===== src/rtl/mem_stage_if.sv =====
// Bundles the EXE->MEM, MEM->WB, data-memory response and ID bypass signals of
// the memory stage. The slave modport is the stage and the master modport is its environment.
interface mem_stage_if;
    logic        es_to_ms_valid;
    logic        ms_allow_in;
    logic        ms_to_ws_valid;
    logic        ws_allow_in;
    logic        flush;
    logic [31:0] es_pc;
    logic [31:0] es_alu_result;
    logic [31:0] es_sram_addr;
    logic [3:0]  es_mem_op;
    logic [3:0]  es_rf_we;
    logic [4:0]  es_rf_waddr;
    logic        es_csr_we;
    logic [13:0] es_csr_num;
    logic [31:0] es_csr_wdata;
    logic [4:0]  es_csr_wmask;
    logic        data_sram_data_ok;
    logic [31:0] data_sram_rdata;
    logic [31:0] ms_pc;
    logic [3:0]  ms_rf_we;
    logic [4:0]  ms_rf_waddr;
    logic [31:0] ms_rf_wdata;
    logic        ms_csr_we;
    logic [13:0] ms_csr_num;
    logic [31:0] ms_csr_wdata;
    logic [4:0]  ms_csr_wmask;
    logic        ms_ex;
    logic [5:0]  ms_ecode;
    logic [31:0] ms_badv;
    logic        ms_fwd_valid;
    logic [4:0]  ms_fwd_waddr;
    logic [31:0] ms_fwd_wdata;
    logic        ms_load_stall;

    modport slave (
        input  es_to_ms_valid, ws_allow_in, flush, es_pc, es_alu_result, es_sram_addr,
               es_mem_op, es_rf_we, es_rf_waddr, es_csr_we, es_csr_num, es_csr_wdata,
               es_csr_wmask, data_sram_data_ok, data_sram_rdata,
        output ms_allow_in, ms_to_ws_valid, ms_pc, ms_rf_we, ms_rf_waddr, ms_rf_wdata,
               ms_csr_we, ms_csr_num, ms_csr_wdata, ms_csr_wmask, ms_ex, ms_ecode,
               ms_badv, ms_fwd_valid, ms_fwd_waddr, ms_fwd_wdata, ms_load_stall
    );

    modport master (
        output es_to_ms_valid, ws_allow_in, flush, es_pc, es_alu_result, es_sram_addr,
               es_mem_op, es_rf_we, es_rf_waddr, es_csr_we, es_csr_num, es_csr_wdata,
               es_csr_wmask, data_sram_data_ok, data_sram_rdata,
        input  ms_allow_in, ms_to_ws_valid, ms_pc, ms_rf_we, ms_rf_waddr, ms_rf_wdata,
               ms_csr_we, ms_csr_num, ms_csr_wdata, ms_csr_wmask, ms_ex, ms_ecode,
               ms_badv, ms_fwd_valid, ms_fwd_waddr, ms_fwd_wdata, ms_load_stall
    );
endinterface


===== src/rtl/mem_stage.sv =====
// Memory pipeline stage: waits for load responses, extracts load data and handles flush.
// Optional alignment exceptions are enabled by defining MEM_ALE_CHECK_EN.
module mem_stage (
    input  logic   clk,
    input  logic   reset,
    mem_stage_if.slave bus
);
    typedef enum logic [1:0] {S_IDLE, S_WAIT, S_HOLD} state_t;

    state_t      state_q, state_d;
    logic        ms_valid_q, ms_valid_d;
    logic        cancel_q, cancel_d;
    logic [31:0] buf_q, buf_d;
    logic [31:0] pc_q, pc_d;
    logic [31:0] alu_q, alu_d;
    logic [1:0]  addr_lo_q, addr_lo_d;
    logic [3:0]  mem_op_q, mem_op_d;
    logic [3:0]  rf_we_q, rf_we_d;
    logic [4:0]  rf_waddr_q, rf_waddr_d;
    logic        csr_we_q, csr_we_d;
    logic [13:0] csr_num_q, csr_num_d;
    logic [31:0] csr_wdata_q, csr_wdata_d;
    logic [4:0]  csr_wmask_q, csr_wmask_d;
    logic        ex_q, ex_d;
    logic [31:0] badv_q, badv_d;

    logic        es_is_load, es_is_mem, es_ale;
    logic        load_wait, data_ok_live, ready_go, allow_in, accept;
    logic [31:0] load_word, load_data;
    logic [7:0]  load_byte;
    logic [15:0] load_half;

    assign es_is_load = bus.es_mem_op[3];
    assign es_is_mem  = bus.es_mem_op[3] | bus.es_mem_op[2];

`ifdef MEM_ALE_CHECK_EN
    assign es_ale = es_is_mem &&
                    ((bus.es_mem_op[1:0] == 2'b01 && bus.es_sram_addr[0]) ||
                     (bus.es_mem_op[1:0] == 2'b10 && bus.es_sram_addr[1:0] != 2'b00));
`else
    assign es_ale = 1'b0;
`endif

    // A response seen while cancel is set belongs to a flushed load and is dropped.
    assign load_wait    = ms_valid_q && mem_op_q[3] && !ex_q;
    assign data_ok_live = bus.data_sram_data_ok && !cancel_q;
    assign ready_go     = !load_wait || (state_q == S_WAIT && data_ok_live) || (state_q == S_HOLD);
    assign allow_in     = !ms_valid_q || (ready_go && bus.ws_allow_in);
    assign accept       = bus.es_to_ms_valid && allow_in && !bus.flush;

    assign load_word = (state_q == S_HOLD) ? buf_q : bus.data_sram_rdata;
    assign load_byte = load_word[{addr_lo_q, 3'b000} +: 8];
    assign load_half = addr_lo_q[1] ? load_word[31:16] : load_word[15:0];

    always_comb begin
        case (mem_op_q)
            4'b1000: load_data = {{24{load_byte[7]}}, load_byte};
            4'b1100: load_data = {24'h0, load_byte};
            4'b1001: load_data = {{16{load_half[15]}}, load_half};
            4'b1101: load_data = {16'h0, load_half};
            default: load_data = load_word;
        endcase
    end

    always_comb begin
        // NOTE: every _d starts at its _q so no path leaves a signal unassigned (no latches).
        state_d     = state_q;
        ms_valid_d  = ms_valid_q;
        cancel_d    = cancel_q;
        buf_d       = buf_q;
        pc_d        = pc_q;
        alu_d       = alu_q;
        addr_lo_d   = addr_lo_q;
        mem_op_d    = mem_op_q;
        rf_we_d     = rf_we_q;
        rf_waddr_d  = rf_waddr_q;
        csr_we_d    = csr_we_q;
        csr_num_d   = csr_num_q;
        csr_wdata_d = csr_wdata_q;
        csr_wmask_d = csr_wmask_q;
        ex_d        = ex_q;
        badv_d      = badv_q;

        if (bus.flush)
            ms_valid_d = 1'b0;
        else if (allow_in)
            ms_valid_d = bus.es_to_ms_valid;

        if (cancel_q && bus.data_sram_data_ok)
            cancel_d = 1'b0;
        if (bus.flush && state_q == S_WAIT && !bus.data_sram_data_ok)
            cancel_d = 1'b1;

        if (state_q == S_WAIT && data_ok_live && !bus.ws_allow_in && !bus.flush)
            buf_d = bus.data_sram_rdata;

        if (accept) begin
            pc_d        = bus.es_pc;
            alu_d       = bus.es_alu_result;
            addr_lo_d   = bus.es_sram_addr[1:0];
            mem_op_d    = bus.es_mem_op;
            rf_we_d     = es_ale ? 4'h0 : bus.es_rf_we;
            rf_waddr_d  = bus.es_rf_waddr;
            csr_we_d    = bus.es_csr_we;
            csr_num_d   = bus.es_csr_num;
            csr_wdata_d = bus.es_csr_wdata;
            csr_wmask_d = bus.es_csr_wmask;
            ex_d        = es_ale;
            badv_d      = es_ale ? bus.es_sram_addr : 32'h0;
        end

        // A load accepted while cancel is pending waits in IDLE until the stale response drains.
        if (bus.flush) begin
            state_d = S_IDLE;
        end else if (accept) begin
            state_d = (es_is_load && !es_ale && !cancel_d) ? S_WAIT : S_IDLE;
        end else begin
            case (state_q)
                S_IDLE: if (load_wait && !cancel_d) state_d = S_WAIT;
                S_WAIT: if (data_ok_live) state_d = bus.ws_allow_in ? S_IDLE : S_HOLD;
                S_HOLD: if (bus.ws_allow_in) state_d = S_IDLE;
                default: state_d = S_IDLE;
            endcase
        end
    end

    // NOTE: synchronous reset; sequential state uses non-blocking assignments only.
    always_ff @(posedge clk) begin
        if (reset) begin
            state_q     <= S_IDLE;
            ms_valid_q  <= 1'b0;
            cancel_q    <= 1'b0;
            buf_q       <= 32'h0;
            pc_q        <= 32'h1c00_0000;
            alu_q       <= 32'h0;
            addr_lo_q   <= 2'b00;
            mem_op_q    <= 4'h0;
            rf_we_q     <= 4'h0;
            rf_waddr_q  <= 5'h0;
            csr_we_q    <= 1'b0;
            csr_num_q   <= 14'h0;
            csr_wdata_q <= 32'h0;
            csr_wmask_q <= 5'h0;
            ex_q        <= 1'b0;
            badv_q      <= 32'h0;
        end else begin
            state_q     <= state_d;
            ms_valid_q  <= ms_valid_d;
            cancel_q    <= cancel_d;
            buf_q       <= buf_d;
            pc_q        <= pc_d;
            alu_q       <= alu_d;
            addr_lo_q   <= addr_lo_d;
            mem_op_q    <= mem_op_d;
            rf_we_q     <= rf_we_d;
            rf_waddr_q  <= rf_waddr_d;
            csr_we_q    <= csr_we_d;
            csr_num_q   <= csr_num_d;
            csr_wdata_q <= csr_wdata_d;
            csr_wmask_q <= csr_wmask_d;
            ex_q        <= ex_d;
            badv_q      <= badv_d;
        end
    end

    assign bus.ms_allow_in    = allow_in;
    assign bus.ms_to_ws_valid = ms_valid_q && ready_go && !bus.flush;
    assign bus.ms_pc          = pc_q;
    assign bus.ms_rf_we       = ms_valid_q ? rf_we_q : 4'h0;
    assign bus.ms_rf_waddr    = rf_waddr_q;
    assign bus.ms_rf_wdata    = (mem_op_q[3] && !ex_q) ? load_data : alu_q;
    assign bus.ms_csr_we      = ms_valid_q && csr_we_q;
    assign bus.ms_csr_num     = csr_num_q;
    assign bus.ms_csr_wdata   = csr_wdata_q;
    assign bus.ms_csr_wmask   = csr_wmask_q;
    assign bus.ms_ex          = ex_q;
    assign bus.ms_ecode       = ex_q ? 6'h09 : 6'h00;
    assign bus.ms_badv        = badv_q;
    assign bus.ms_fwd_valid   = ms_valid_q && (|rf_we_q);
    assign bus.ms_fwd_waddr   = rf_waddr_q;
    assign bus.ms_fwd_wdata   = bus.ms_rf_wdata;
    assign bus.ms_load_stall  = ms_valid_q && mem_op_q[3] && !ready_go;
endmodule


===== src/flat_wrapper.sv =====
// flat-port wrapper written by rule: the top's interface ports become plain ports
module mem_stage_flat 
  (clk, reset, bus_es_to_ms_valid, bus_ws_allow_in, bus_flush, bus_es_pc, bus_es_alu_result, bus_es_sram_addr, bus_es_mem_op, bus_es_rf_we, bus_es_rf_waddr, bus_es_csr_we, bus_es_csr_num, bus_es_csr_wdata, bus_es_csr_wmask, bus_data_sram_data_ok, bus_data_sram_rdata, bus_ms_allow_in, bus_ms_to_ws_valid, bus_ms_pc, bus_ms_rf_we, bus_ms_rf_waddr, bus_ms_rf_wdata, bus_ms_csr_we, bus_ms_csr_num, bus_ms_csr_wdata, bus_ms_csr_wmask, bus_ms_ex, bus_ms_ecode, bus_ms_badv, bus_ms_fwd_valid, bus_ms_fwd_waddr, bus_ms_fwd_wdata, bus_ms_load_stall);
  mem_stage_if bus_i ();
  input  logic clk;
  input  logic reset;
  input wire logic [$bits(bus_i.es_to_ms_valid)-1:0] bus_es_to_ms_valid;
  input wire logic [$bits(bus_i.ws_allow_in)-1:0] bus_ws_allow_in;
  input wire logic [$bits(bus_i.flush)-1:0] bus_flush;
  input wire logic [$bits(bus_i.es_pc)-1:0] bus_es_pc;
  input wire logic [$bits(bus_i.es_alu_result)-1:0] bus_es_alu_result;
  input wire logic [$bits(bus_i.es_sram_addr)-1:0] bus_es_sram_addr;
  input wire logic [$bits(bus_i.es_mem_op)-1:0] bus_es_mem_op;
  input wire logic [$bits(bus_i.es_rf_we)-1:0] bus_es_rf_we;
  input wire logic [$bits(bus_i.es_rf_waddr)-1:0] bus_es_rf_waddr;
  input wire logic [$bits(bus_i.es_csr_we)-1:0] bus_es_csr_we;
  input wire logic [$bits(bus_i.es_csr_num)-1:0] bus_es_csr_num;
  input wire logic [$bits(bus_i.es_csr_wdata)-1:0] bus_es_csr_wdata;
  input wire logic [$bits(bus_i.es_csr_wmask)-1:0] bus_es_csr_wmask;
  input wire logic [$bits(bus_i.data_sram_data_ok)-1:0] bus_data_sram_data_ok;
  input wire logic [$bits(bus_i.data_sram_rdata)-1:0] bus_data_sram_rdata;
  output wire logic [$bits(bus_i.ms_allow_in)-1:0] bus_ms_allow_in;
  output wire logic [$bits(bus_i.ms_to_ws_valid)-1:0] bus_ms_to_ws_valid;
  output wire logic [$bits(bus_i.ms_pc)-1:0] bus_ms_pc;
  output wire logic [$bits(bus_i.ms_rf_we)-1:0] bus_ms_rf_we;
  output wire logic [$bits(bus_i.ms_rf_waddr)-1:0] bus_ms_rf_waddr;
  output wire logic [$bits(bus_i.ms_rf_wdata)-1:0] bus_ms_rf_wdata;
  output wire logic [$bits(bus_i.ms_csr_we)-1:0] bus_ms_csr_we;
  output wire logic [$bits(bus_i.ms_csr_num)-1:0] bus_ms_csr_num;
  output wire logic [$bits(bus_i.ms_csr_wdata)-1:0] bus_ms_csr_wdata;
  output wire logic [$bits(bus_i.ms_csr_wmask)-1:0] bus_ms_csr_wmask;
  output wire logic [$bits(bus_i.ms_ex)-1:0] bus_ms_ex;
  output wire logic [$bits(bus_i.ms_ecode)-1:0] bus_ms_ecode;
  output wire logic [$bits(bus_i.ms_badv)-1:0] bus_ms_badv;
  output wire logic [$bits(bus_i.ms_fwd_valid)-1:0] bus_ms_fwd_valid;
  output wire logic [$bits(bus_i.ms_fwd_waddr)-1:0] bus_ms_fwd_waddr;
  output wire logic [$bits(bus_i.ms_fwd_wdata)-1:0] bus_ms_fwd_wdata;
  output wire logic [$bits(bus_i.ms_load_stall)-1:0] bus_ms_load_stall;
  assign bus_i.es_to_ms_valid = bus_es_to_ms_valid;
  assign bus_i.ws_allow_in = bus_ws_allow_in;
  assign bus_i.flush = bus_flush;
  assign bus_i.es_pc = bus_es_pc;
  assign bus_i.es_alu_result = bus_es_alu_result;
  assign bus_i.es_sram_addr = bus_es_sram_addr;
  assign bus_i.es_mem_op = bus_es_mem_op;
  assign bus_i.es_rf_we = bus_es_rf_we;
  assign bus_i.es_rf_waddr = bus_es_rf_waddr;
  assign bus_i.es_csr_we = bus_es_csr_we;
  assign bus_i.es_csr_num = bus_es_csr_num;
  assign bus_i.es_csr_wdata = bus_es_csr_wdata;
  assign bus_i.es_csr_wmask = bus_es_csr_wmask;
  assign bus_i.data_sram_data_ok = bus_data_sram_data_ok;
  assign bus_i.data_sram_rdata = bus_data_sram_rdata;
  assign bus_ms_allow_in = bus_i.ms_allow_in;
  assign bus_ms_to_ws_valid = bus_i.ms_to_ws_valid;
  assign bus_ms_pc = bus_i.ms_pc;
  assign bus_ms_rf_we = bus_i.ms_rf_we;
  assign bus_ms_rf_waddr = bus_i.ms_rf_waddr;
  assign bus_ms_rf_wdata = bus_i.ms_rf_wdata;
  assign bus_ms_csr_we = bus_i.ms_csr_we;
  assign bus_ms_csr_num = bus_i.ms_csr_num;
  assign bus_ms_csr_wdata = bus_i.ms_csr_wdata;
  assign bus_ms_csr_wmask = bus_i.ms_csr_wmask;
  assign bus_ms_ex = bus_i.ms_ex;
  assign bus_ms_ecode = bus_i.ms_ecode;
  assign bus_ms_badv = bus_i.ms_badv;
  assign bus_ms_fwd_valid = bus_i.ms_fwd_valid;
  assign bus_ms_fwd_waddr = bus_i.ms_fwd_waddr;
  assign bus_ms_fwd_wdata = bus_i.ms_fwd_wdata;
  assign bus_ms_load_stall = bus_i.ms_load_stall;
  mem_stage u_core (.clk(clk), .reset(reset), .bus(bus_i));
endmodule

===== config.mk =====
export PLATFORM = sky130hd
export DESIGN_NAME = mem_stage_flat
export DESIGN_NICKNAME = d
export VERILOG_FILES = /design/src/rtl/mem_stage_if.sv /design/src/rtl/mem_stage.sv /design/src/flat_wrapper.sv
export SDC_FILE = /design/constraint.sdc
export NUM_CORES = 1
export LEC_CHECK = 0
export BUFFER_PORTS_ARGS = -buffer_cell sky130_fd_sc_hd__buf_2
export CORE_AREA = 2 2 158 160
export CTS_BUF_LIST = sky130_fd_sc_hd__clkbuf_8 sky130_fd_sc_hd__clkbuf_16
export DETAILED_ROUTE_END_ITERATION = 10
export DIE_AREA = 0 0 160 162
export GPL_TIMING_DRIVEN = 0
export PLACE_DENSITY_LB_ADDON = 0.05
export SLEW_MARGIN = 25
export SYNTH_ARGS = -nofsm -noshare
export SYNTH_HDL_FRONTEND = slang
export SYNTH_SLANG_ARGS = --single-unit

===== constraint.sdc =====
create_clock -name clk -period 6 [get_ports clk]
set_input_delay 1.2 -clock clk [delete_from_list [all_inputs] [get_ports clk]]
set_output_delay 1.2 -clock clk [all_outputs]
set_load 0.02 [all_outputs]

Yosys cells after proc, flatten, opt, wreduce, memory -nomap -nowiden
Cells that the tools add are included. W data, S select, Z words.

Equality and inequality tests: 9. Shift-type cells: 1. Multiplexer cells: 14. Reductions and logical operators: 33.

Operator list (number): $pmux W32 S4 (1); $mux W32 (2); $shiftx A32 B6 Y8 (1); $logic_and A1 B1 Y1 (18); $eq A4 B4 Y1 const B (4); $mux W16 (1); $mux W2 (5); $logic_not A1 Y1 (8); $ne A3 B1 Y1 const B (2); $pmux W2 S3 (1); $mux W4 (1); $reduce_or A4 Y1 (1); $logic_or A1 B1 Y1 (3); $mux W1 (3); $ne A3 B2 Y1 const B (1); $reduce_and A3 Y1 (1); $eq A2 B1 Y1 const B (1); $eq A2 B2 Y1 const B (1); $logic_not A2 Y1 (1); $reduce_or A2 Y1 (1).

Register bits after elaboration: 167. Input port bits: 199. Output and inout port bits: 205.

Logic depth before layout (Yosys ltp)
Depth in word-level cells: 11. Depth in mapped cells: 9.

Least setup slack after synthesis
No wires, ideal clock.

Path type: input to output. Start: input port bus_data_sram_rdata[23]. End: output port bus_ms_rf_wdata[10]. Arrival: 2855 ps. Slack: 1945 ps. Cell stages on the path: 6. Cell sequence: mux2i_1 -> mux2_2 -> nor4_1 -> a311oi_2 -> a221oi_1 -> buf_4.

Word-level cells in the longest chain between the ends: 4.

Ends and longest elaborated chain: start, declared (RTL line flat_wrapper.sv:21) `input wire logic [$bits(bus_i.data_sram_rdata)-1:0] bus_data_sram_rdata;`; $mux W32 (RTL line mem_stage.sv:51) `assign load_word = (state_q == S_HOLD) ? buf_q : bus.data_sram_rdata;`; $shiftx A32 B6 Y8 (RTL line mem_stage.sv:52) `assign load_byte = load_word[{addr_lo_q, 3'b000} +: 8];`; $pmux W32 S4 (RTL line mem_stage.sv:56) `case (mem_op_q)`; $mux W32 (RTL line mem_stage.sv:171) `assign bus.ms_rf_wdata = (mem_op_q[3] && !ex_q) ? load_data : alu_q;`; end, declared (RTL line flat_wrapper.sv:27) `output wire logic [$bits(bus_i.ms_rf_wdata)-1:0] bus_ms_rf_wdata;`.

No other way between the ends.

Worst setup path after layout
Start: input port bus_data_sram_rdata[31]. End: output port bus_ms_rf_wdata[29].

Word-level cells in the longest chain between the ends: 4.

Ends and longest elaborated chain (RTL line): $mux W32 (*) (mem_stage.sv:51); $shiftx A32 B6 Y8 or $mux W16 (tied branches) (mem_stage.sv:52, mem_stage.sv:53); $pmux W32 S4 (*) (mem_stage.sv:56); $mux W32 (*) (mem_stage.sv:171).

Every way passes the cells marked *; elsewhere a longest branch is shown, timed or not.

==> results_dict.tcl <==
set metrics [dict create \
    p_int_mw 2.047 \
    critPathCaptureType "primary output" \
    fin_cells 1746 \
    clock-root-buffer "clkbuf_16" \
    max_cap_viol_count 0 \
    finClkSkew_ns 0.01798 \
    synth_edf_count 0 \
    fin_crit_ns 4.415 \
    hp-class "reg -> reg" \
    ys_async_sr_fraction 0 \
    synth_cell_type_count 39 \
    crit_start "bus_data_sram_rdata[31]" \
    synth_top_area_frac 0.4343 \
    antenna_left 0 \
    synth.cell_area_um2 7697 \
    final_net_count 1603 \
    syn_to_final_growth_pct 37.14 \
    path_clk_slew_ns 0.06 \
    synthTopCellsByCount "nand2_1 (366), a21oi_1 (170), dfxtp_1 (167)" \
    cts.path.max_buffers 2 \
    rsz0062_at_grt "false" \
    required_ns 4.80 \
    pwr-share-comb 0.167 \
    post_cts_buffers 0 \
    p_switching_mw 0.8174 \
    avgSynthCellArea_um2 7.584 \
    dp.cells 1709 \
    synth_area_leader_cell "dfxtp_1" \
    vias_per_cell 4.475 \
    synth_seq_cells 167 \
    drc 0 \
    holdWs_ns 0.4501 \
    seqPwrFrac 0.410 \
    total_leakage_power_nw 5.041 \
    ys_warn_count 0 \
    grt_pass1_vias 7305 \
    fillers 2654 \
    port_buffers 332 \
    setup_slack_ns 1.585 \
    irDropWorstVdd_uv 160.2 \
    power_frac_clock 0.423 \
    pre_cts_slack_ns 1.671 \
    slew_violations 0 \
    drt_pre_antenna_iters 4 \
    tritoncts "yes" \
    post_cts_resized 0 \
    wl_per_cell_um 15.33 \
    finalCritPeriodShare 0.7359 \
    tightest_slew_ns 0.7323 \
    initial_core_util 0.3193 \
    synthCells 1015 \
    track_usage 0.2012 \
    fp-row-count 57 \
    max-slew-margin-rel 0.5118 \
    clock.fmax_ghz 0.2265 \
    via_count 7813 \
    cts.sinks 167 \
    r2r_end "u_core.bus.ms_csr_wdata[18]" \
    dp_hpwl_um 20780 \
    ys_seq_area_frac 0.4343 \
    insertion_delay_ns 0.43 \
    switching_share 0.2854 \
    grt_max_degree 17 \
    worstSetupPathType "in -> out" \
    dieArea_um2 25920 \
    grt_pass1_wl_um 40750 \
    synth_ff_type "dfxtp_1" \
    first_iter_violations 267 \
    h-tree-depth 4 \
    p_per_area_nw_per_um2 271.3 \
    tns_ns 0 \
    cp_data_arrival_time_ns 3.22 \
    grt_overflow 0 \
    setup_viol_count_final 0 \
    routed_wl_um 26770 \
    yosys-top-cells-area "dfxtp_1 (43%), nand2_1 (18%), a21oi_1 (11%)" \
    grt_antenna_before_repair 10 \
    hold_viol 0 \
    dieHeight_um 162 \
    boundaryPins 404 \
    start_kind "input pin" \
    cts-buffers-inserted 17 \
    reg2regPathDepth 7 \
    cts-hold-fix-buffers 0 \
    r2r_slack_ns 3.93 \
    timing.rr.start "u_core.state_q[0]" \
    path_max_fanout 10 \
    die_w_um 160 \
    core_area_um2 24110 \
    drive_above_1_share 0.3366 \
    synth_most_common_cell "nand2_1" \
    endpoint "bus_ms_rf_wdata[29]" \
    status "complete, no violations" \
    place_congestion 0.7891 \
]
-- power groups by stage --
stage	clock network, mW	registers (mW)	logic [mW]
2_1_floorplan	0	1.23	0.269
3_3_place_gp	0	1.20	0.482
3_5_place_dp	0	1.20	0.482
4_1_cts	1.25	1.17	0.483
5_1_grt	1.29	1.18	0.523
6_report	1.21	1.17	0.478
-- worst min path at each step --
stage	to	cells after the start	startpoint
after floorplan	u_core.buf_q[0]	2	u_core.buf_q[0]
after global placement	u_core.bus.ms_csr_wmask[0]	2	u_core.bus.ms_csr_wmask[0]
after detailed placement	u_core.csr_we_q	2	u_core.csr_we_q
after CTS	u_core.csr_we_q	2	u_core.csr_we_q
after global routing	u_core.bus.ms_pc[13]	2	u_core.bus.ms_pc[13]
final	u_core.buf_q[5]	2	u_core.buf_q[5]
-- critical path, cell delays in order --
cell and delay (ns):
buf_2 0.14, mux2i_1 0.17, mux2i_1 0.18, o211ai_1 0.59, buf_2 0.39, o221ai_1 0.22
buf_4 0.18, buf_2 0.15
-- state kept, by name, summed over array words and instances, names as in the netlist --
name and cells:
u_core.bus.ms_fwd_waddr 5, u_core.ms_valid_q 1, u_core.mem_op_q 4, u_core.bus.ms_pc 32, u_core.bus.ms_csr_wdata 32, u_core.state_q 2
u_core.alu_q 32, u_core.csr_we_q 1, u_core.rf_we_q 4, u_core.bus.ms_csr_num 14, u_core.bus.ms_csr_wmask 5, u_core.buf_q 32
u_core.cancel_q 1, u_core.addr_lo_q 2
-- layout make-up --
| class | count | area [um2] | share of cell area |
|---|---|---|---|
| Clock inverter | 15 | 211.5 | 0.02003 |
| Antenna cell | 5 | 12.51 | 0.001185 |
| Inverter | 13 | 48.80 | 0.004622 |
| Clock buffer | 17 | 425.4 | 0.04030 |
| Tap cell | 324 | 405.4 | 0.03840 |
| Sequential cell | 167 | 3343 | 0.3167 |
| Buffer | 149 | 949.7 | 0.08996 |
| Multi-Input combinational cell | 724 | 3498 | 0.3314 |
| Timing Repair Buffer | 332 | 1662 | 0.1574 |
-- cell usage in the layout, fill, tap and decap left out, types with 3 or more instances in the layout --
| cell | netlist | layout |
|---|---|---|
| nand2_1 | 366 | 366 |
| buf_2 | 18 | 350 |
| a21oi_1 | 170 | 170 |
| dfxtp_1 | 167 | 167 |
| buf_4 | 78 | 78 |
| clkbuf_1 | 43 | 43 |
| conb_1 | 1 | 39 |
| mux2i_1 | 30 | 30 |
| nor2_1 | 23 | 23 |
| clkbuf_16 | 0 | 17 |
| a211oi_1 | 15 | 15 |
| inv_1 | 13 | 14 |
| and2_1 | 13 | 13 |
| buf_6 | 10 | 10 |
| nor2b_1 | 9 | 9 |
| o221ai_1 | 9 | 9 |
| a221oi_1 | 7 | 7 |
| o22ai_1 | 7 | 7 |
| inv_6 | 0 | 6 |
| diode_2 | 0 | 5 |
| nand2b_1 | 4 | 4 |
| bufinv_16 | 0 | 4 |
| a31oi_1 | 3 | 3 |
| o21ai_0 | 3 | 3 |
| nand3b_1 | 3 | 3 |
-- through the flow --
step / total power [mW] / utilization / area [um2]
4_1_cts: 2.902 / 0.4374 / 10540
3_3_place_gp: 1.680 / 0.4110 / 9907
2_1_floorplan: 1.498 / - / 7840
3_5_place_dp: 1.681 / 0.4110 / 9907
5_1_grt: 2.991 / 0.4376 / 10550
6_report: 2.864 / 0.4379 / 10560
-- cells by family (layout without fill, tap and decap cells) --
logic type             after synthesis  in the layout  synth area share
AND/OR/NAND/NOR                    432            432            0.2292
AO/OA/AOI/OAI                      220            220            0.1614
flip-flops                         167            167            0.4343
buffers and inverters              162            526            0.1297
multiplexers                        33             33           0.04486
other                                1             44         0.0004872
-- per-layer routing --
| layer | global-route usage | part of all wire | up-vias |
|---|---|---|---|
| met1 | 0.2524 | 0.43 | 3505 |
| li1 | - | - | 4011 |
| met4 | 0.05774 | 0.015 | 10 |
| met3 | 0.06231 | 0.075 | 31 |
| met5 | 0 | 0.0021 | - |
| met2 | 0.3343 | 0.47 | 256 |
Power figures use the tool's default switching activity.
